--- config.mk ---
export PLATFORM = sky130hd
export DESIGN_NAME = regfile_sb
export DESIGN_NICKNAME = d
export VERILOG_FILES = /design/src/rtl/regfile_pkg.sv /design/src/rtl/regfile_scoreboard.sv /design/src/rtl/regfile_sb.sv
export SDC_FILE = /design/constraint.sdc
export NUM_CORES = 2
export LEC_CHECK = 0
export ABC_CLOCK_PERIOD_IN_PS = 5700
export CAP_MARGIN = 20
export CORE_UTILIZATION = 59
export CTS_CLUSTER_DIAMETER = 40
export CTS_CLUSTER_SIZE = 20
export DETAILED_ROUTE_END_ITERATION = 10
export GPL_TIMING_DRIVEN = 0
export PLACE_DENSITY = 0.88
export SKIP_LAST_GASP = 1
export SYNTH_ARGS = -nofsm -noshare
export SYNTH_HDL_FRONTEND = slang
export SYNTH_HIERARCHICAL = 1
export SYNTH_SLANG_ARGS = --single-unit
--- constraint.sdc ---
create_clock -name clock -period 5.7 [get_ports clock]
set_input_delay 0.855 -clock clock [delete_from_list [all_inputs] [get_ports clock]]
set_output_delay 0.855 -clock clock [all_outputs]
set_load 0.05 [all_outputs]
--- src/rtl/regfile_pkg.sv ---
// Shared defaults and width helpers for the scoreboarded register file.
// AW/CW are derived here so top and scoreboard always agree on widths.
package regfile_pkg;

   localparam int DEF_WIDTH = 32;
   localparam int DEF_DEPTH = 32;
   localparam int DEF_NRD   = 2;

   function automatic int clog2(input int n);
      int r;
      r = 0;
      while ((1 << r) < n) r++;
      return r;
   endfunction

   function automatic int addr_width(input int depth);
      return clog2(depth);
   endfunction

   // One extra code so the counter can hold DEPTH itself.
   function automatic int cnt_width(input int depth);
      return clog2(depth + 1);
   endfunction

endpackage

--- src/rtl/regfile_scoreboard.sv ---
// Per-register busy scoreboard: tracks issued-but-not-written destinations,
// produces the issue handshake and a running count of pending writes.
module regfile_scoreboard
   import regfile_pkg::*;
#(
   parameter int DEPTH = DEF_DEPTH,
   parameter int AW    = addr_width(DEF_DEPTH),
   parameter int CW    = cnt_width(DEF_DEPTH)
) (
   input  logic             clock,
   input  logic             reset,
   input  logic             wr_ok,
   input  logic [AW-1:0]    wr_addr,
   input  logic             iss_trk,
   input  logic             iss_acc,
   input  logic [AW-1:0]    iss_addr,
   output logic [DEPTH-1:0] busy,
   output logic             iss_ready,
   output logic [CW-1:0]    pend_cnt
);

   logic [DEPTH-1:0] set_vec;
   logic [DEPTH-1:0] clr_vec;
   logic             inc;
   logic             dec;

   // Untracked destinations (zero register, out of range) are always accepted.
   assign iss_ready = !iss_trk || !busy[iss_addr] || (wr_ok && (wr_addr == iss_addr));

   // NOTE: every signal written in always_comb gets a default first, otherwise a latch is inferred.
   always_comb begin
      set_vec = '0;
      clr_vec = '0;
      if (iss_acc && iss_trk) set_vec[iss_addr] = 1'b1;
      if (wr_ok)              clr_vec[wr_addr]  = 1'b1;
   end

   // Issue wins over a same-address writeback, so a bit only drops if not re-set.
   assign inc = |(set_vec & ~busy);
   assign dec = |(clr_vec & busy & ~set_vec);

   // NOTE: sequential state uses non-blocking assignments so all registers update from pre-edge values.
   always_ff @(posedge clock or negedge reset) begin
      if (!reset) begin
         busy     <= '0;
         pend_cnt <= '0;
      end else begin
         busy     <= (busy & ~clr_vec) | set_vec;
         pend_cnt <= pend_cnt + CW'(inc) - CW'(dec);
      end
   end

endmodule

--- src/rtl/regfile_sb.sv ---
// Parametrised multi-read register file with optional zero register,
// write-to-read bypass and a busy scoreboard for RAW/WAW hazard detection.
module regfile_sb
   import regfile_pkg::*;
#(
   parameter  int WIDTH    = DEF_WIDTH,
   parameter  int DEPTH    = DEF_DEPTH,
   parameter  int NRD      = DEF_NRD,
   parameter  int ZERO_REG = 1,
   parameter  int BYPASS   = 1,
   localparam int AW       = addr_width(DEPTH),
   localparam int CW       = cnt_width(DEPTH)
) (
   input  logic                 clock,
   input  logic                 reset,
   input  logic [NRD*AW-1:0]    rd_addr,
   output logic [NRD*WIDTH-1:0] rd_data,
   output logic [NRD-1:0]       rd_busy,
   input  logic                 wr_en,
   input  logic [AW-1:0]        wr_addr,
   input  logic [WIDTH-1:0]     wr_data,
   input  logic                 iss_en,
   input  logic [AW-1:0]        iss_addr,
   output logic                 iss_ready,
   output logic [CW-1:0]        pend_cnt
);

   localparam logic [AW:0] DEPTH_V = (AW+1)'(DEPTH);

   function automatic logic in_range(input logic [AW-1:0] a);
      return {1'b0, a} < DEPTH_V;
   endfunction

   function automatic logic writable(input logic [AW-1:0] a);
      return in_range(a) && !((ZERO_REG != 0) && (a == '0));
   endfunction

   logic [WIDTH-1:0] mem [DEPTH];
   logic [DEPTH-1:0] busy;
   logic             wr_ok;
   logic             iss_trk;
   logic             iss_acc;

   assign wr_ok   = wr_en && writable(wr_addr);
   assign iss_trk = writable(iss_addr);
   assign iss_acc = iss_en && iss_ready;

   // NOTE: the storage array is reset explicitly because software may read any register before writing it.
   always_ff @(posedge clock or negedge reset) begin
      if (!reset) begin
         for (int i = 0; i < DEPTH; i++) mem[i] <= '0;
      end else if (wr_ok) begin
         mem[wr_addr] <= wr_data;
      end
   end

   regfile_scoreboard #(
      .DEPTH (DEPTH),
      .AW    (AW),
      .CW    (CW)
   ) u_sb (
      .clock     (clock),
      .reset     (reset),
      .wr_ok     (wr_ok),
      .wr_addr   (wr_addr),
      .iss_trk   (iss_trk),
      .iss_acc   (iss_acc),
      .iss_addr  (iss_addr),
      .busy      (busy),
      .iss_ready (iss_ready),
      .pend_cnt  (pend_cnt)
   );

   // The zero register is never written or marked busy, so a plain lookup already reads 0.
   always_comb begin
      rd_data = '0;
      rd_busy = '0;
      for (int i = 0; i < NRD; i++) begin
         if (in_range(rd_addr[i*AW +: AW])) begin
            rd_data[i*WIDTH +: WIDTH] = mem[rd_addr[i*AW +: AW]];
            rd_busy[i]                = busy[rd_addr[i*AW +: AW]];
         end
         if ((BYPASS != 0) && wr_ok && (wr_addr == rd_addr[i*AW +: AW])) begin
            rd_data[i*WIDTH +: WIDTH] = wr_data;
            rd_busy[i]                = 1'b0;
         end
      end
   end

endmodule

After elaboration in Yosys (flattened, before gate mapping)
Cells that the tools add are included.

storage, ports and cells
  register bits = 1,062
  logic and storage cells = 103

operators by class
  add/sub/neg operators = 2
  $lt $le $gt $ge = 10
  eq/ne operators = 3
  muxes and demuxes = 25
  bitwise operators = 11
  reductions and logical operators = 18

operators by type and width
  cell                                                        count
  bitwise mux 1024 bit                                        1
  binary-select mux 32 bit (select 5 bit)                     2
  two-way mux 32 bit                                          9
  demux 32 bit (select 5 bit)                                 1
  bitwise AND 32 bit                                          4
  inverter 32 bit                                             3
  OR reduction 32 bit                                         2
  OR 32 bit                                                   1
  less-than comparator 5 x 6 -> 1 bit, second input constant  4
  >= comparator 6 bit, second input constant                  3
  inverter 5 -> 6 bit                                         3
  binary-select mux 1 bit (select 5 bit)                      3
  == test 5 bit                                               3
  demux 1 bit (select 5 bit)                                  2
  >= comparator 5 x 1 -> 1 bit, second input constant         2
  zero test 5 bit                                             2
  logical AND 1 bit                                           9
  two-way mux 1 bit                                           7
  adder 6 x 1 -> 6 bit                                        1
  less-than comparator 6 x 1 -> 1 bit, second input constant  1
  subtractor 6 x 1 -> 6 bit                                   1
  zero test 1 bit                                             3
  logical OR 1 bit                                            2

Longest topological paths before layout
  word-level depth = 12
  mapped depth = 22

Hierarchy
Netlist, hierarchy kept.

modules (own cells, without submodules)
  module              times used  cells each  area an instance (um^2)  seq. area each (um^2)
  regfile_sb          1           3,906       55,349.3                 25,624.6
  regfile_scoreboard  1           332         2,927.8                  950.9

Least setup slack after synthesis
No wires, ideal clock.

  path type = input-to-reg
  from = in iss_addr[0]
  to = reg u_sb.pend_cnt[4]
  library setup time = 0.123 ns
  arrival = 5.762 ns
  setup slack = -0.185 ns
  cell stages on the path = 20
  cell sequence = buf_6 mux4_2 a22oi_1 o221ai_1 o311ai_1 and2_1 nand4_1 o2111ai_1 nand4_1 a2111oi_2 nand3_1 ha_1 inv_1 ha_1 inv_1 fa_1 inv_1 a21o_1 a21oi_1 xnor2_1

on the way
  cells in the longest elaborated chain, start to end = 12

ends and longest elaborated chain
  item                                                         line                                                source
  start: declaration                                           regfile_sb.sv:23                                    input logic [AW-1:0] iss_addr,
  binary-select mux 1 bit (select 5 bit)                       regfile_scoreboard.sv:28                            assign iss_ready = !iss_trk || !busy[iss_addr] || (wr_ok && (wr_addr == iss_addr));
  two-way mux 1 bit (implied by the code)                      regfile_scoreboard.sv:28
  zero test 1 bit                                              regfile_scoreboard.sv:28
  logical OR 1 bit                                             regfile_scoreboard.sv:28
  logical OR 1 bit *                                           regfile_scoreboard.sv:28
  via iss_ready                                                regfile_sb.sv:24                                    output logic iss_ready,
  logical AND 1 bit *                                          regfile_sb.sv:46                                    assign iss_acc = iss_en && iss_ready;
  via iss_acc                                                  regfile_sb.sv:42                                    logic iss_acc;
  logical AND 1 bit *                                          regfile_scoreboard.sv:34                            if (iss_acc && iss_trk) set_vec[iss_addr] = 1'b1;
  two-way mux 32 bit *                                         regfile_scoreboard.sv:34
  bitwise AND 32 bit or inverter 32 bit (tied branches)        regfile_scoreboard.sv:39, regfile_scoreboard.sv:40
  OR reduction 32 bit or bitwise AND 32 bit (tied branches)    regfile_scoreboard.sv:39, regfile_scoreboard.sv:40
  adder 6 x 1 -> 6 bit or OR reduction 32 bit (tied branches)  regfile_scoreboard.sv:49, regfile_scoreboard.sv:40
  subtractor 6 x 1 -> 6 bit *                                  regfile_scoreboard.sv:49                            pend_cnt <= pend_cnt + CW'(inc) - CW'(dec);
  end signal: assignment                                       regfile_scoreboard.sv:49
  end: declaration                                             regfile_scoreboard.sv:19                            output logic [CW-1:0] pend_cnt

The timed path passes the listed nets; every way through them passes the cells marked *. The select of a mux whose other input is x is not followed.
A chain may end at the register's enable or synchronous reset.

Worst setup path in the final report
  from = in rd_addr[3]
  to = out rd_data[28]

on the way
  cells in the longest elaborated chain, start to end = 5

ends and longest elaborated chain
  item                                                    line              source
  start: declaration                                      regfile_sb.sv:16  input logic [NRD*AW-1:0] rd_addr,
  inverter 5 -> 6 bit (implied by the code)               regfile_sb.sv:80  rd_data[i*WIDTH +: WIDTH] = mem[rd_addr[i*AW +: AW]];
  binary-select mux 32 bit (select 5 bit)                 regfile_sb.sv:80
  two-way mux 32 bit (implied by the code) (2 in series)  regfile_sb.sv:80
  two-way mux 32 bit *                                    regfile_sb.sv:83  if ((BYPASS != 0) && wr_ok && (wr_addr == rd_addr[i*AW +: AW])) begin
  end: declaration                                        regfile_sb.sv:17  output logic [NRD*WIDTH-1:0] rd_data,

Mark *: on every way between the ends. The rest lies on a longest branch, timed or not. The select of a mux whose other input is x is not followed.

==> results.yml <==
status:
  outcome: "finished with violations"
  violations: "negative setup slack"
global_routing:
  gr-total-overflow: 0
  met1_usage_pct: 54.2
  grt_usage_pct: 43.7
  antenna_found_initial: 10
  grt_max_degree: 171
  global_route.usage.met2_pct: 61.4
  grt_pass1_wl_um: 310000
  use_met3_pct: 20.9
  grt_pass1_vias: 44200
  busiest_layer: "met2"
logic_synthesis:
  yosysMostFrequentCell: "dfrtp_1"
  ys_seq_area_share_pct: 45.6
  synthFlopType: "dfrtp_1"
  yosysTopAreaCell: "dfrtp_1"
  syn_nets: 4301
  synthCells: 4238
  synth.top_cell.area_share_pct: 45.6
  yosysUniqueCellTypes: 72
  synth_commonest_cells: "dfrtp_1, mux2_2, mux4_2"
  yosysWarnings: 6
  syn_avg_cell_area_sq_um: 13.8
  synth_edf_count: 0
  syn-cell-area_sq_um: 58300
  synth_area_leaders: "dfrtp_1, mux2_2, mux4_2, mux2i_1, mux2_1"
  ys_async_sr_fraction_pct: 100
  ys_seq_elements: 1062
place:
  port_buffers: 126
  gp_congestion: 1.06
  placed_cell_area_sq_um: 61400
  dp_slack_ns: -0.598
  dp_hpwl_um: 157000
sta:
  hold_slack_ns: 0.0329
  tightest_slew_ns: 1.15
  relSlewSlack_pct: 23.0
  timing.fmax_mhz: 173
  fin_crit_ns: 5.77
  worst_slack_ns: -0.0738
  rsz0062_at_grt: "no"
  slew_violations: 0
  finalHoldViolCount: 0
  setup-violations-final: 11
  finClkSkew_ns: 0.0118
  final.period_utilization_pct: 101
worst_setup_path:
  cp_max_fo: 10
  path_class: "input pin to output pin"
  crit_path_end_kind: "output pin"
  crit_arrival_ns: 4.92
  r2r_start: "u_sb/busy[29]"
  worstReg2RegEnd: "u_sb/pend_cnt[4]"
  reg2reg_depth: 20
  start_kind: "input pin"
  rrSetupSlack_ns: 0.67
  worstSetupEndpoint: "rd_data[28]"
  worstPathRequired_ns: 4.85
  critPathLaunch: "rd_addr[3]"
power_and_ir_drop:
  power_density_nw_per_um2: 383
  ir_drop_mv: 0.242
  leakage_nw: 29.0
clock_network:
  path_clk_slew_ns: 0.06
  clk_latency_ns: 0.75
  clock-sinks: 1062
  htreeDepth: 4
  cts_tree: "done"
  clk_path_buf_depth: 3
  cts_root_buffer: "clkbuf_16"
  cts_buffers: 140
routing:
  drtIter0Drc: 6887
  wirelength_um: 217000
  wl_per_cell_um: 36.8
  first_pass_iters: 8
  via_count: 44700
  ant_nets: 0
  drc_errors: 0
  via_per_inst: 7.56
final_layout:
  final_util_pct: 68.3
  nNetsFinal: 4580
  area_growth_pct: 14.0
  drive_above_1_share_pct: 39.0
  final_cell_area_sq_um: 66400
floorplan:
  core_area_sq_um: 97300
  die_w_um: 316
  die_h_um: 316
  die-area_sq_um: 100000
  pin_count: 129
  start_util_pct: 59.9
  row_count: 114
worst_hold_path:
  hold_path.class: "input pin to asynchronous set/reset pin"
run:
  cap_violations: 0
[flip-flops by register name (all words and copies together), names as in the netlist]
name           count
mem             1024
u_sb/busy         32
u_sb/pend_cnt      6
[metal layers]
layer | wire [um] | share of wire, % | up-vias
met3 | 34500 | 16 | 1006
met4 | 16500 | 7.6 | 12
li1 | - | - | 16900
met1 | 74600 | 34 | 22900
met2 | 91500 | 42 | 3913
met5 | 208 | 0.096 | -
[worst max-delay path, cell delays in order]
cell and delay [ns]:
clkdlybuf4s50_1 0.55, buf_2 0.33, nor2b_1 0.76, nor3b_2 0.65
clkbuf_1 0.65, a22oi_1 0.15, nand4_1 0.11, o21ai_1 0.12
clkdlybuf4s50_1 0.74
[cell type report]
cell class | instances | area [sq um]
diodes | 9 | 22.5
plain buffers | 472 | 2290
clock buffers | 159 | 3690
clock inverters | 94 | 1230
fillers | 6409 | 30900
inverters | 18 | 67.6
multi-input cells | 2685 | 29400
flip-flops and latches | 1062 | 26600
well taps | 1276 | 1600
repair buffers | 138 | 1560
[logic make-up after synthesis]
kind of cell	after synthesis	share of synthesized area, %
AOI/OAI and AO/OA	524	6.38
adders and majority gates	7	0.163
DFF	1062	45.6
and+or+nand+nor	463	4.20
muxes	1671	39.3
buffers and inverters	491	4.01
xor gates and xnor gates	20	0.301
[worst min-delay path by stage]
stage	startpoint	to	slack, ns	cells after the start
2_1_floorplan	mem[1000]	mem[1000]	0.44	1
3_3_place_gp	mem[1000]	mem[1000]	0.45	1
3_5_place_dp	mem[1012]	mem[1012]	0.46	1
4_1_cts	reset	mem[250]	0.06	1
5_1_grt	reset	mem[373]	0.08	1
6_report	reset	mem[341]	0.03	1
[report_power, final]
part / leakage, nW / internal (W) / switching, W
clock network: 2.35 / 0.00556 / 0.00383
logic: 13.1 / 0.00282 / 0.00287
registers: 13.6 / 0.00901 / 0.00135
[repair_timing]
| action | 4_1_cts | 5_1_grt |
|---|---|---|
| resized for setup | 10 | 37 |
| setup buffers | 0 | 3 |
| hold buffers | 0 | 0 |
| pin swaps | 0 | 2 |
| endpoints found under the setup margin | 37 | 33 |
[metrics by stage]
step | total power [W] | setup TNS [ns] | cells
detailed placement | 0.0157 | -9.19 | 5648
CTS | 0.0251 | -0.00213 | 5900
floorplan | 0.0137 | 0 | 4238
finish | 0.0254 | -0.475 | 5913
global route | 0.0260 | 0 | 5904
global placement | 0.0155 | - | 5640
[cells in the final DEF (no fill, tap or decap), drive strengths merged, types with 9 or more instances in the layout]
| master | netlist | routed |
|---|---|---|
| a2111oi | 47 | 47 |
| a211o | 11 | 11 |
| a211oi | 51 | 51 |
| a22o | 20 | 20 |
| a22oi | 95 | 95 |
| buf | 255 | 264 |
| bufinv | 0 | 17 |
| clkbuf | 218 | 380 |
| clkdlybuf4s50 | 0 | 114 |
| clkinv | 0 | 27 |
| clkinvlp | 0 | 20 |
| dfrtp | 1062 | 1062 |
| diode | 0 | 9 |
| dlymetal6s2s | 0 | 11 |
| inv | 18 | 48 |
| mux2 | 1080 | 1080 |
| mux2i | 204 | 204 |
| mux4 | 387 | 387 |
| nand2 | 169 | 169 |
| nand3 | 17 | 17 |
| nand3b | 11 | 11 |
| nand4 | 30 | 30 |
| nor2 | 74 | 74 |
| nor2b | 58 | 58 |
| nor3b | 30 | 30 |
| nor4 | 26 | 26 |
| o2111ai | 19 | 19 |
| o21ai | 78 | 78 |
| o22a | 25 | 25 |
| o22ai | 149 | 149 |
| xnor2 | 12 | 12 |
Power figures use the tool's default switching activity.
